[src/rtl/elevator_pkg.sv]
// Shared elevator types: travel-direction encoding and default geometry.
package elevator_pkg;

    typedef enum logic [1:0] {
        DIR_IDLE = 2'b00,
        DIR_UP   = 2'b01,
        DIR_DOWN = 2'b10
    } dir_t;

    localparam int FLOORS_DEFAULT = 8;
    localparam int FW_DEFAULT     = 3;

endpackage

[src/rtl/call_scheduler_if.sv]
// Button/request bus between the car controller and the call scheduler.
// master: drives raw buttons, floor and arrive; slave: the scheduler.
interface call_scheduler_if
    import elevator_pkg::*;
#(
    parameter int FLOORS = FLOORS_DEFAULT,
    parameter int FW     = FW_DEFAULT
);

    logic [FLOORS-1:0] upcall_input;
    logic [FLOORS-1:0] downcall_input;
    logic [FLOORS-1:0] floor_btn_input;
    logic [FW-1:0]     floor;
    logic              arrive;
    logic [FLOORS-1:0] upcall;
    logic [FLOORS-1:0] downcall;
    logic [FLOORS-1:0] floor_btn;
    logic              nextup;
    logic              nextdown;
    logic              stop_here;
    logic              pending;

    modport master (
        output upcall_input, downcall_input, floor_btn_input, floor, arrive,
        input  upcall, downcall, floor_btn, nextup, nextdown, stop_here, pending
    );

    modport slave (
        input  upcall_input, downcall_input, floor_btn_input, floor, arrive,
        output upcall, downcall, floor_btn, nextup, nextdown, stop_here, pending
    );

endinterface

[src/rtl/call_latch.sv]
// Per-vector call latch: press-edge detection on a raw level input, set on
// edge (or toggle when TOGGLE_EN), clear has priority over set. Bits outside
// MASK can never latch.
module call_latch #(
    parameter int                FLOORS    = 8,
    parameter logic [FLOORS-1:0] MASK      = '1,
    parameter bit                TOGGLE_EN = 1'b0
) (
    input  logic              clk,
    input  logic              rst,
    input  logic [FLOORS-1:0] raw_i,
    input  logic [FLOORS-1:0] clr_i,
    output logic [FLOORS-1:0] lat_o
);

    logic [FLOORS-1:0] prev_q;
    logic [FLOORS-1:0] lat_q;
    logic [FLOORS-1:0] lat_d;
    logic [FLOORS-1:0] press_w;

    // Next latch value: rising edges set (or toggle), clears always win.
    always_comb begin
        press_w = raw_i & ~prev_q & MASK;
        if (TOGGLE_EN) begin
            lat_d = (lat_q ^ press_w) & ~clr_i;
        end else begin
            lat_d = (lat_q | press_w) & ~clr_i;
        end
    end

    // Previous-level and latch registers.
    always_ff @(posedge clk or negedge rst) begin
        if (!rst) begin
            prev_q <= '0;
            lat_q  <= '0;
        end else begin
            prev_q <= raw_i;
            lat_q  <= lat_d;
        end
    end

    assign lat_o = lat_q;

endmodule

[src/rtl/call_scheduler.sv]
// Call bookkeeping and LOOK-style direction arbiter for the elevator car.
// Optional feature macro: CAR_CALL_CANCEL_EN -- a fresh press on an already
// latched car-panel call cancels it. Hall calls never toggle.
module call_scheduler
    import elevator_pkg::*;
#(
    parameter int FLOORS = FLOORS_DEFAULT,
    parameter int FW     = FW_DEFAULT
) (
    input  logic           clk,
    input  logic           rst,
    call_scheduler_if.slave bus
);

    // Top-floor up call and bottom-floor down call do not exist.
    localparam logic [FLOORS-1:0] UP_MASK = ~(FLOORS'(1) << (FLOORS - 1));
    localparam logic [FLOORS-1:0] DN_MASK = ~FLOORS'(1);
`ifdef CAR_CALL_CANCEL_EN
    localparam bit FB_TOGGLE = 1'b1;
`else
    localparam bit FB_TOGGLE = 1'b0;
`endif

    dir_t              state_q;
    dir_t              state_d;
    logic [FLOORS-1:0] up_lat;
    logic [FLOORS-1:0] dn_lat;
    logic [FLOORS-1:0] fb_lat;
    logic [FLOORS-1:0] req;
    logic [FLOORS-1:0] sel;
    logic [FLOORS-1:0] hit;
    logic [FLOORS-1:0] clr_up;
    logic [FLOORS-1:0] clr_dn;
    logic [FLOORS-1:0] clr_fb;
    logic [FW-1:0]     floor_w;
    logic              above;
    logic              below;
    logic              up_f;
    logic              dn_f;
    logic              fb_f;
    logic              stop_w;

    assign floor_w = bus.floor;

    call_latch #(.FLOORS(FLOORS), .MASK(UP_MASK), .TOGGLE_EN(1'b0)) u_up (
        .clk(clk), .rst(rst), .raw_i(bus.upcall_input), .clr_i(clr_up), .lat_o(up_lat)
    );

    call_latch #(.FLOORS(FLOORS), .MASK(DN_MASK), .TOGGLE_EN(1'b0)) u_dn (
        .clk(clk), .rst(rst), .raw_i(bus.downcall_input), .clr_i(clr_dn), .lat_o(dn_lat)
    );

    call_latch #(.FLOORS(FLOORS), .MASK('1), .TOGGLE_EN(FB_TOGGLE)) u_fb (
        .clk(clk), .rst(rst), .raw_i(bus.floor_btn_input), .clr_i(clr_fb), .lat_o(fb_lat)
    );

    // Requests above/below the car; out-of-range floors select nothing.
    always_comb begin
        req   = up_lat | dn_lat | fb_lat;
        above = 1'b0;
        below = 1'b0;
        sel   = '0;
        for (int i = 0; i < FLOORS; i++) begin
            if (i > int'(floor_w)) above = above | req[i];
            if (i < int'(floor_w)) below = below | req[i];
            sel[i] = (i == int'(floor_w));
        end
        up_f = |(up_lat & sel);
        dn_f = |(dn_lat & sel);
        fb_f = |(fb_lat & sel);
    end

    // Halt decision and arrive clears, both depending on travel direction.
    always_comb begin
        hit    = bus.arrive ? sel : '0;
        clr_fb = hit;
        clr_up = hit;
        clr_dn = hit;
        stop_w = fb_f | up_f | dn_f;
        case (state_q)
            DIR_UP: begin
                stop_w = fb_f | up_f | (!above & dn_f);
                clr_dn = above ? '0 : hit;
            end
            DIR_DOWN: begin
                stop_w = fb_f | dn_f | (!below & up_f);
                clr_up = below ? '0 : hit;
            end
            default: ;
        endcase
    end

    // Direction next state: keep going while work remains ahead, else reverse.
    always_comb begin
        state_d = state_q;
        case (state_q)
            DIR_UP:   state_d = above ? DIR_UP   : (below ? DIR_DOWN : DIR_IDLE);
            DIR_DOWN: state_d = below ? DIR_DOWN : (above ? DIR_UP   : DIR_IDLE);
            default:  state_d = above ? DIR_UP   : (below ? DIR_DOWN : DIR_IDLE);
        endcase
    end

    // Direction state register.
    always_ff @(posedge clk or negedge rst) begin
        if (!rst) begin
            state_q <= DIR_IDLE;
        end else begin
            state_q <= state_d;
        end
    end

    assign bus.upcall    = up_lat;
    assign bus.downcall  = dn_lat;
    assign bus.floor_btn = fb_lat;
    assign bus.nextup    = (state_q == DIR_UP);
    assign bus.nextdown  = (state_q == DIR_DOWN);
    assign bus.stop_here = stop_w;
    assign bus.pending   = |req;

endmodule

[src/flat_wrapper.sv]
// flat-port wrapper written by rule: the top's interface ports become plain ports
module call_scheduler_flat import elevator_pkg::*;
#(
    parameter int FLOORS = FLOORS_DEFAULT,
    parameter int FW     = FW_DEFAULT
)
  (clk, rst, bus_upcall_input, bus_downcall_input, bus_floor_btn_input, bus_floor, bus_arrive, bus_upcall, bus_downcall, bus_floor_btn, bus_nextup, bus_nextdown, bus_stop_here, bus_pending);
  call_scheduler_if #(.FLOORS(FLOORS), .FW(FW)) bus_i ();
  input  logic clk;
  input  logic rst;
  input wire logic [$bits(bus_i.upcall_input)-1:0] bus_upcall_input;
  input wire logic [$bits(bus_i.downcall_input)-1:0] bus_downcall_input;
  input wire logic [$bits(bus_i.floor_btn_input)-1:0] bus_floor_btn_input;
  input wire logic [$bits(bus_i.floor)-1:0] bus_floor;
  input wire logic [$bits(bus_i.arrive)-1:0] bus_arrive;
  output wire logic [$bits(bus_i.upcall)-1:0] bus_upcall;
  output wire logic [$bits(bus_i.downcall)-1:0] bus_downcall;
  output wire logic [$bits(bus_i.floor_btn)-1:0] bus_floor_btn;
  output wire logic [$bits(bus_i.nextup)-1:0] bus_nextup;
  output wire logic [$bits(bus_i.nextdown)-1:0] bus_nextdown;
  output wire logic [$bits(bus_i.stop_here)-1:0] bus_stop_here;
  output wire logic [$bits(bus_i.pending)-1:0] bus_pending;
  assign bus_i.upcall_input = bus_upcall_input;
  assign bus_i.downcall_input = bus_downcall_input;
  assign bus_i.floor_btn_input = bus_floor_btn_input;
  assign bus_i.floor = bus_floor;
  assign bus_i.arrive = bus_arrive;
  assign bus_upcall = bus_i.upcall;
  assign bus_downcall = bus_i.downcall;
  assign bus_floor_btn = bus_i.floor_btn;
  assign bus_nextup = bus_i.nextup;
  assign bus_nextdown = bus_i.nextdown;
  assign bus_stop_here = bus_i.stop_here;
  assign bus_pending = bus_i.pending;
  call_scheduler #(.FLOORS(FLOORS), .FW(FW)) u_core (.clk(clk), .rst(rst), .bus(bus_i));
endmodule
[config.mk]
export PLATFORM = sky130hd
export DESIGN_NAME = call_scheduler_flat
export DESIGN_NICKNAME = d
export VERILOG_FILES = /design/src/rtl/elevator_pkg.sv /design/src/rtl/call_scheduler_if.sv /design/src/rtl/call_latch.sv /design/src/rtl/call_scheduler.sv /design/src/flat_wrapper.sv
export SDC_FILE = /design/constraint.sdc
export NUM_CORES = 1
export LEC_CHECK = 0
export CAP_MARGIN = 20
export CORE_MARGIN = 5
export CORE_UTILIZATION = 50
export DETAILED_ROUTE_END_ITERATION = 7
export GPL_TIMING_DRIVEN = 0
export PLACE_DENSITY_LB_ADDON = 0.25
export SLEW_MARGIN = 40
export SYNTH_ARGS = -nofsm -noshare
export SYNTH_HDL_FRONTEND = slang
export SYNTH_HIERARCHICAL = 1
export SYNTH_SLANG_ARGS = --single-unit
[constraint.sdc]
create_clock -name clk -period 3.4 [get_ports clk]
set_input_delay 0.85 -clock clk [delete_from_list [all_inputs] [get_ports clk]]
set_output_delay 0.85 -clock clk [all_outputs]
set_load 0.02 [all_outputs]
# After elaboration in Yosys (flattened, before gate mapping)
# Index checks and enable logic that the tools add are counted.
# totals
rom_bits	0
elab_cells	101
latchBits	0
mem_count	0
ramBits	0
ff_bits	49
# classes
addsub	0
eq_ne	9
div_mod_pow	0
n_bitwise	39
shifts	0
magnitude_cmp	14
reduce_logical	7
mux	25
n_mul	0
# ops
op	count
8-bit AND	8
8-bit 2-to-1 mux	5
8-bit NOT	5
8-bit bitwise OR	4
8-bit OR reduction	4
1-bit bitwise OR	17
1-bit 2-to-1 mux	15
3-bit equality test, first input constant	4
3-bit greater-than comparator, first input constant	4
3-bit < comparator, first input constant	3
2-bit 2-to-1 mux	4
8-bit by 7-bit bitwise OR with 8-bit output	1
7-bit AND	1
7-bit NOT	1
2-bit by 3-bit equality test with 1-bit output, first input constant	2
2-bit by 3-bit greater-than comparator with 1-bit output, first input constant	2
1-bit by 3-bit < comparator with 1-bit output, first input constant	2
2-bit by 3-bit < comparator with 1-bit output, first input constant	2
1-bit by 3-bit equality test with 1-bit output, first input constant	1
1-bit by 3-bit greater-than comparator with 1-bit output, first input constant	1
3-bit logical NOT	1
1-bit AND	2
2-bit by 1-bit equality test with 1-bit output, second input constant	1
2-bit equality test, second input constant	1
2 further kinds	3

# Longest topological paths before layout
# Gate-level depths: netlist of run 1.
# logic_depth
word_depth	19
ltp_mapped	7

# Modules after synthesis
# Netlist of run 1, hierarchy kept.
# modules_own_cells
module	area_each_um2	cells_per_inst	instances
call_latch at u_core.u_dn ...	565.5	37	2
call_scheduler	708.2	97	1
call_latch at u_core.u_fb	610.6	40	1

# Worst setup path after synthesis of run 1
# OpenSTA, ideal clock, no wires.
# synth_timing
path_kind	input-to-output
startpoint	in bus_floor[0]
endpoint	out bus_stop_here
arrival_time_ns	2.155
path_slack_ns	0.395
required_ns	2.550
stages	5
n_path_buf	1
cell_sequence	buf_2 o41ai_4 o311ai_4 a311oi_4 o221ai_2
# synth_between
elab_chain_len	18
word_cells_on_any_way	64
# synth_lines
item	line_no	source
start, declared	flat_wrapper.sv:14	input wire logic [$bits(bus_i.floor)-1:0] bus_floor;
1-bit by 3-bit < comparator with 1-bit output or 1-bit by 3-bit greater-than comparator with 1-bit output (tied branches)	call_scheduler.sv:65, call_scheduler.sv:64	
1-bit 2-to-1 mux (on tied branches)	call_scheduler.sv:65, call_scheduler.sv:64	
1-bit bitwise OR (on tied branches)	call_scheduler.sv:65, call_scheduler.sv:64	
1-bit 2-to-1 mux (on tied branches)	call_scheduler.sv:65, call_scheduler.sv:64	
1-bit bitwise OR (on tied branches)	call_scheduler.sv:65, call_scheduler.sv:64	
1-bit 2-to-1 mux (on tied branches)	call_scheduler.sv:65, call_scheduler.sv:64	
1-bit bitwise OR (on tied branches)	call_scheduler.sv:65, call_scheduler.sv:64	
1-bit 2-to-1 mux (on tied branches)	call_scheduler.sv:65, call_scheduler.sv:64	
[2 not listed]	-	
1-bit bitwise OR (on tied branches)	call_scheduler.sv:65, call_scheduler.sv:64	
1-bit 2-to-1 mux (on tied branches)	call_scheduler.sv:65, call_scheduler.sv:64	
1-bit bitwise OR (on tied branches)	call_scheduler.sv:65, call_scheduler.sv:64	
1-bit 2-to-1 mux (on tied branches)	call_scheduler.sv:65, call_scheduler.sv:64	
1-bit logical NOT (on tied branches)	call_scheduler.sv:86, call_scheduler.sv:82	
1-bit AND (on tied branches)	call_scheduler.sv:86, call_scheduler.sv:82	
1-bit bitwise OR (on tied branches)	call_scheduler.sv:86, call_scheduler.sv:82	
1-bit case mux with 2 select lines (*)	call_scheduler.sv:80	case (state_q)
end, declared	flat_wrapper.sv:21	output wire logic [$bits(bus_i.stop_here)-1:0] bus_stop_here;
# Mark *: on every way between the ends. The rest lies on a longest branch, timed or not.

# Worst setup path after layout of run 1
# layout_timing
startpoint	in bus_floor[2]
endpoint	out bus_stop_here
# The elaborated chain is that of the path after synthesis.

==> results of run 1 <==
==> logic make-up (layout without fill, tap and decap cells) <==
group / count (synthesis) / in the layout / share of synthesized area [%]
AOI/OAI and AO/OA: 42 / 42 / 16.2
buffers and inverters: 37 / 102 / 6.08
DFF: 48 / 48 / 49.0
muxes: 8 / 8 / 5.31
and+or+nand+nor: 76 / 76 / 23.4
==> worst max-delay path, stage by stage <==
cell and delay (ns):
dlygate4sd2_1 0.33, o41ai_4 0.42, o311ai_4 0.16, a311oi_4 0.32
o221ai_2 0.18, clkbuf_2 0.18
==> path summary, 6_finish.rpt <==
kind,start,to,slack (ns),depth (start not counted)
setup / recovery,bus_floor[2],bus_stop_here,0.11,6
min in group clk,u_core/u_fb/prev_q[3],u_core/u_fb/lat_o[3],0.51,2
hold / removal,rst,u_core/u_dn/lat_o[4],0.41,1
max in group asynchronous,rst,u_core/u_dn/prev_q[2],2.56,2
setup reg to reg,u_core/u_up/lat_o[5],u_core/u_dn/lat_o[3],1.36,7
hold reg to reg,u_core/u_fb/prev_q[3],u_core/u_fb/lat_o[3],0.51,2
==> routing by layer <==
layer / vias up / track usage (%) / routed length, µm
met5: - / 0 / 0
met4: 0 / 5.07 / 39
met3: 5 / 3.16 / 253
met2: 47 / 30.5 / 2760
met1: 870 / 28.0 / 2580
li1: 841 / - / -
==> power groups by stage <==
stage	clock network (mW)	registers, mW	logic (mW)
after floorplan	0	0.673	0.111
after global placement	0	0.654	0.257
after detailed placement	0	0.654	0.264
after CTS	0.410	0.644	0.267
after global routing	0.440	0.651	0.285
final	0.400	0.643	0.265
==> metrics by stage <==
stage | utilization [%] | area (µm²) | std cells | worst slack [ns]
5_1_grt | 67.8 | 3230 | 343 | 0.0448
2_1_floorplan | - | 2450 | 211 | 0.395
3_5_place_dp | 64.9 | 3080 | 332 | -0.881
3_3_place_gp | 64.4 | 3060 | 331 | -1.06
6_report | 67.8 | 3230 | 343 | 0.112
4_1_cts | 67.9 | 3230 | 343 | 0.0111
==> sequential cells by signal, indices dropped and copies added (netlist names) <==
register and count:
u_core/state_q 2, u_core/u_dn/lat_o 8, u_core/u_dn/prev_q 7, u_core/u_fb/lat_o 8, u_core/u_fb/prev_q 8, u_core/u_up/lat_o 8, u_core/u_up/prev_q 7
==> cells in the final DEF (no fill, tap or decap), types with 6 or more instances in the layout <==
| cell | count |
|---|---|
| a21oi_2 | 22 |
| dfrtp_1 | 48 |
| nand2b_4 | 22 |
| inv_1 | 31 |
| nor3_1 | 9 |
| nor2b_1 | 6 |
| nor2_1 | 16 |
| nand2_1 | 9 |
| clkdlybuf4s50_1 | 50 |
==> cell type report <==
cell class / count / area, µm² / area share [%]
clock buffers: 6 / 72.6 / 2.25
inverters: 32 / 120 / 3.72
plain buffers: 5 / 35.0 / 1.09
clock inverters: 2 / 35.0 / 1.09
well taps: 67 / 83.8 / 2.60
multi-input cells: 126 / 1110 / 34.5
flip-flops and latches: 48 / 1200 / 37.2
repair buffers: 57 / 564 / 17.5
==> repair_timing <==
item | 4_1_cts | 5_1_grt
endpoints found under the setup margin | 1 | 1
setup buffers | 3 | 0
pin swaps | 4 | 0
gates resized for setup | 8 | 2
==> results.md, run 1 <==
* Outcome: complete, no violations
* Final hold slack at 0.411 ns
* Syn_area_per_cell at 11.6 µm²
* Total Wirelength at 5.64 mm
* Max-slew violations at 0
* Core Region at 4750 µm²
* Max Clock Freq at 0.304 GHz
* Total power draw at 1.31 mW
* Final period utilization at 96.7%
* Synthesis-stage register bit count at 48
* PD cells at 406 nW/µm²
* GRT Util Overall at 19.5%
* Clock share of power at 30.6%
* First-pass GRT wire length at 9.63 mm
* Setup Skew at 0.00537 ns
* DIE AREA at 6400 µm²
* Residual DRC at 0
* Synth top area share at 49.0%
* Combinational Power Share at 20.2%
* Row count at 25
* Critical path type: primary input to output port
* Switching share of power at 26.6%
* Synth top area cells: dfrtp_1 (49%), nand2b_4 (12%), a21oi_2 (7.9%), inv_1 (4.9%), mux4_2 (3.7%)
* Layout cells sized above 1 at 27.9%
* CP Max Fanout at 6
* Largest net degree at the start of global routing at 33
* Min Clock Period, post-route at 3.29 ns
* Initial antenna violation count at 0
* P&R area growth vs syn at 31.7%
* Vias post-DR at 1763
* CP arrival at 2.44 ns
* Worst vdd ir at 0.230 mV
* RSZ-0062 raised after global routing: no
* Leak pwr at 1.50 nW
* Total number of yosys warnings at 6
* Mapped Area at 2450 µm²
* DP HPWL at 4.26 mm
* EDFF count, synth at 0
* Antenna-violating nets left at 0
* Inserted Clock Buffers at 5
* Fillers at 395
* CP endpoint kind: output port
* CP Launch Type: primary input
* Sequential-to-total area share from yosys stat at 49.0%
* PortBufs at 53
* Clock sink total at 48
* Die Y at 80.0 µm
* Synth cell types at 34
* Drt first pass iters at 5
* Clk pin slew, worst setup/hold paths at 0.09 ns
* Initial core utilization at 51.5%
* Flop pwr share at 49.2%
* Worst slew pin tran at 0.436 ns
* # H-tree levels at 2
* Grt total ovfl at 0
* Largest area contributor in the netlist: dfrtp_1
* Max Root-Sink Buffers at 2
* Async set-or-reset flop fraction in the synthesized netlist at 100%
* CTS hold repair buffers at 0
* Ant. Diodes at 0
* DR WL/cell at 16.4 µm
* Die X at 80.0 µm
* Internal Pwr Total at 0.960 mW
* Max_cap viols at 0
* Relative max-transition margin at 71.0%
* Clock latency on the worst-skew pair at 0.29 ns
* Critical Path RT at 2.55 ns
* Vias in the first global route at 1853
* Setup TNS Final at 0 ns
* Most used flip-flop cell after synthesis: dfrtp_1
* Net Count, Synth at 241
* Post-Synthesis Cells at 211
* Clk root buf: clkbuf_8
* Worst hold path class: primary input to asynchronous set/reset pin
* Final hold vios at 0
* CTS tree: built
* Nets at 305
* GPL Wtd Cong at 0.842
* I/O pins at 58
* Most numerous cell in the Yosys netlist: dfrtp_1
* Final setup violating endpoints at 0
* DR iter-0 viols at 118
* Post-synth top cells: dfrtp_1 (48), inv_1 (32), a21oi_2 (22), nand2b_4 (22), nor2_1 (17)
* NetSw at 0.348 mW
* Via-to-Cell Ratio at 5.14
No activity file was read; power rests on OpenSTA's default activity.
==> inputs of run 2 (changes only) <==
--- a/config.mk
+++ b/config.mk
@@ -5,7 +5,7 @@
 export SDC_FILE = /design/constraint.sdc
 export NUM_CORES = 1
 export LEC_CHECK = 0
-export CAP_MARGIN = 20
+export CAP_MARGIN = 40
 export CORE_MARGIN = 5
 export CORE_UTILIZATION = 50
 export DETAILED_ROUTE_END_ITERATION = 7
==> results of run 2 <==
The final DEF is identical to that of run 1; final timing and power are the same.
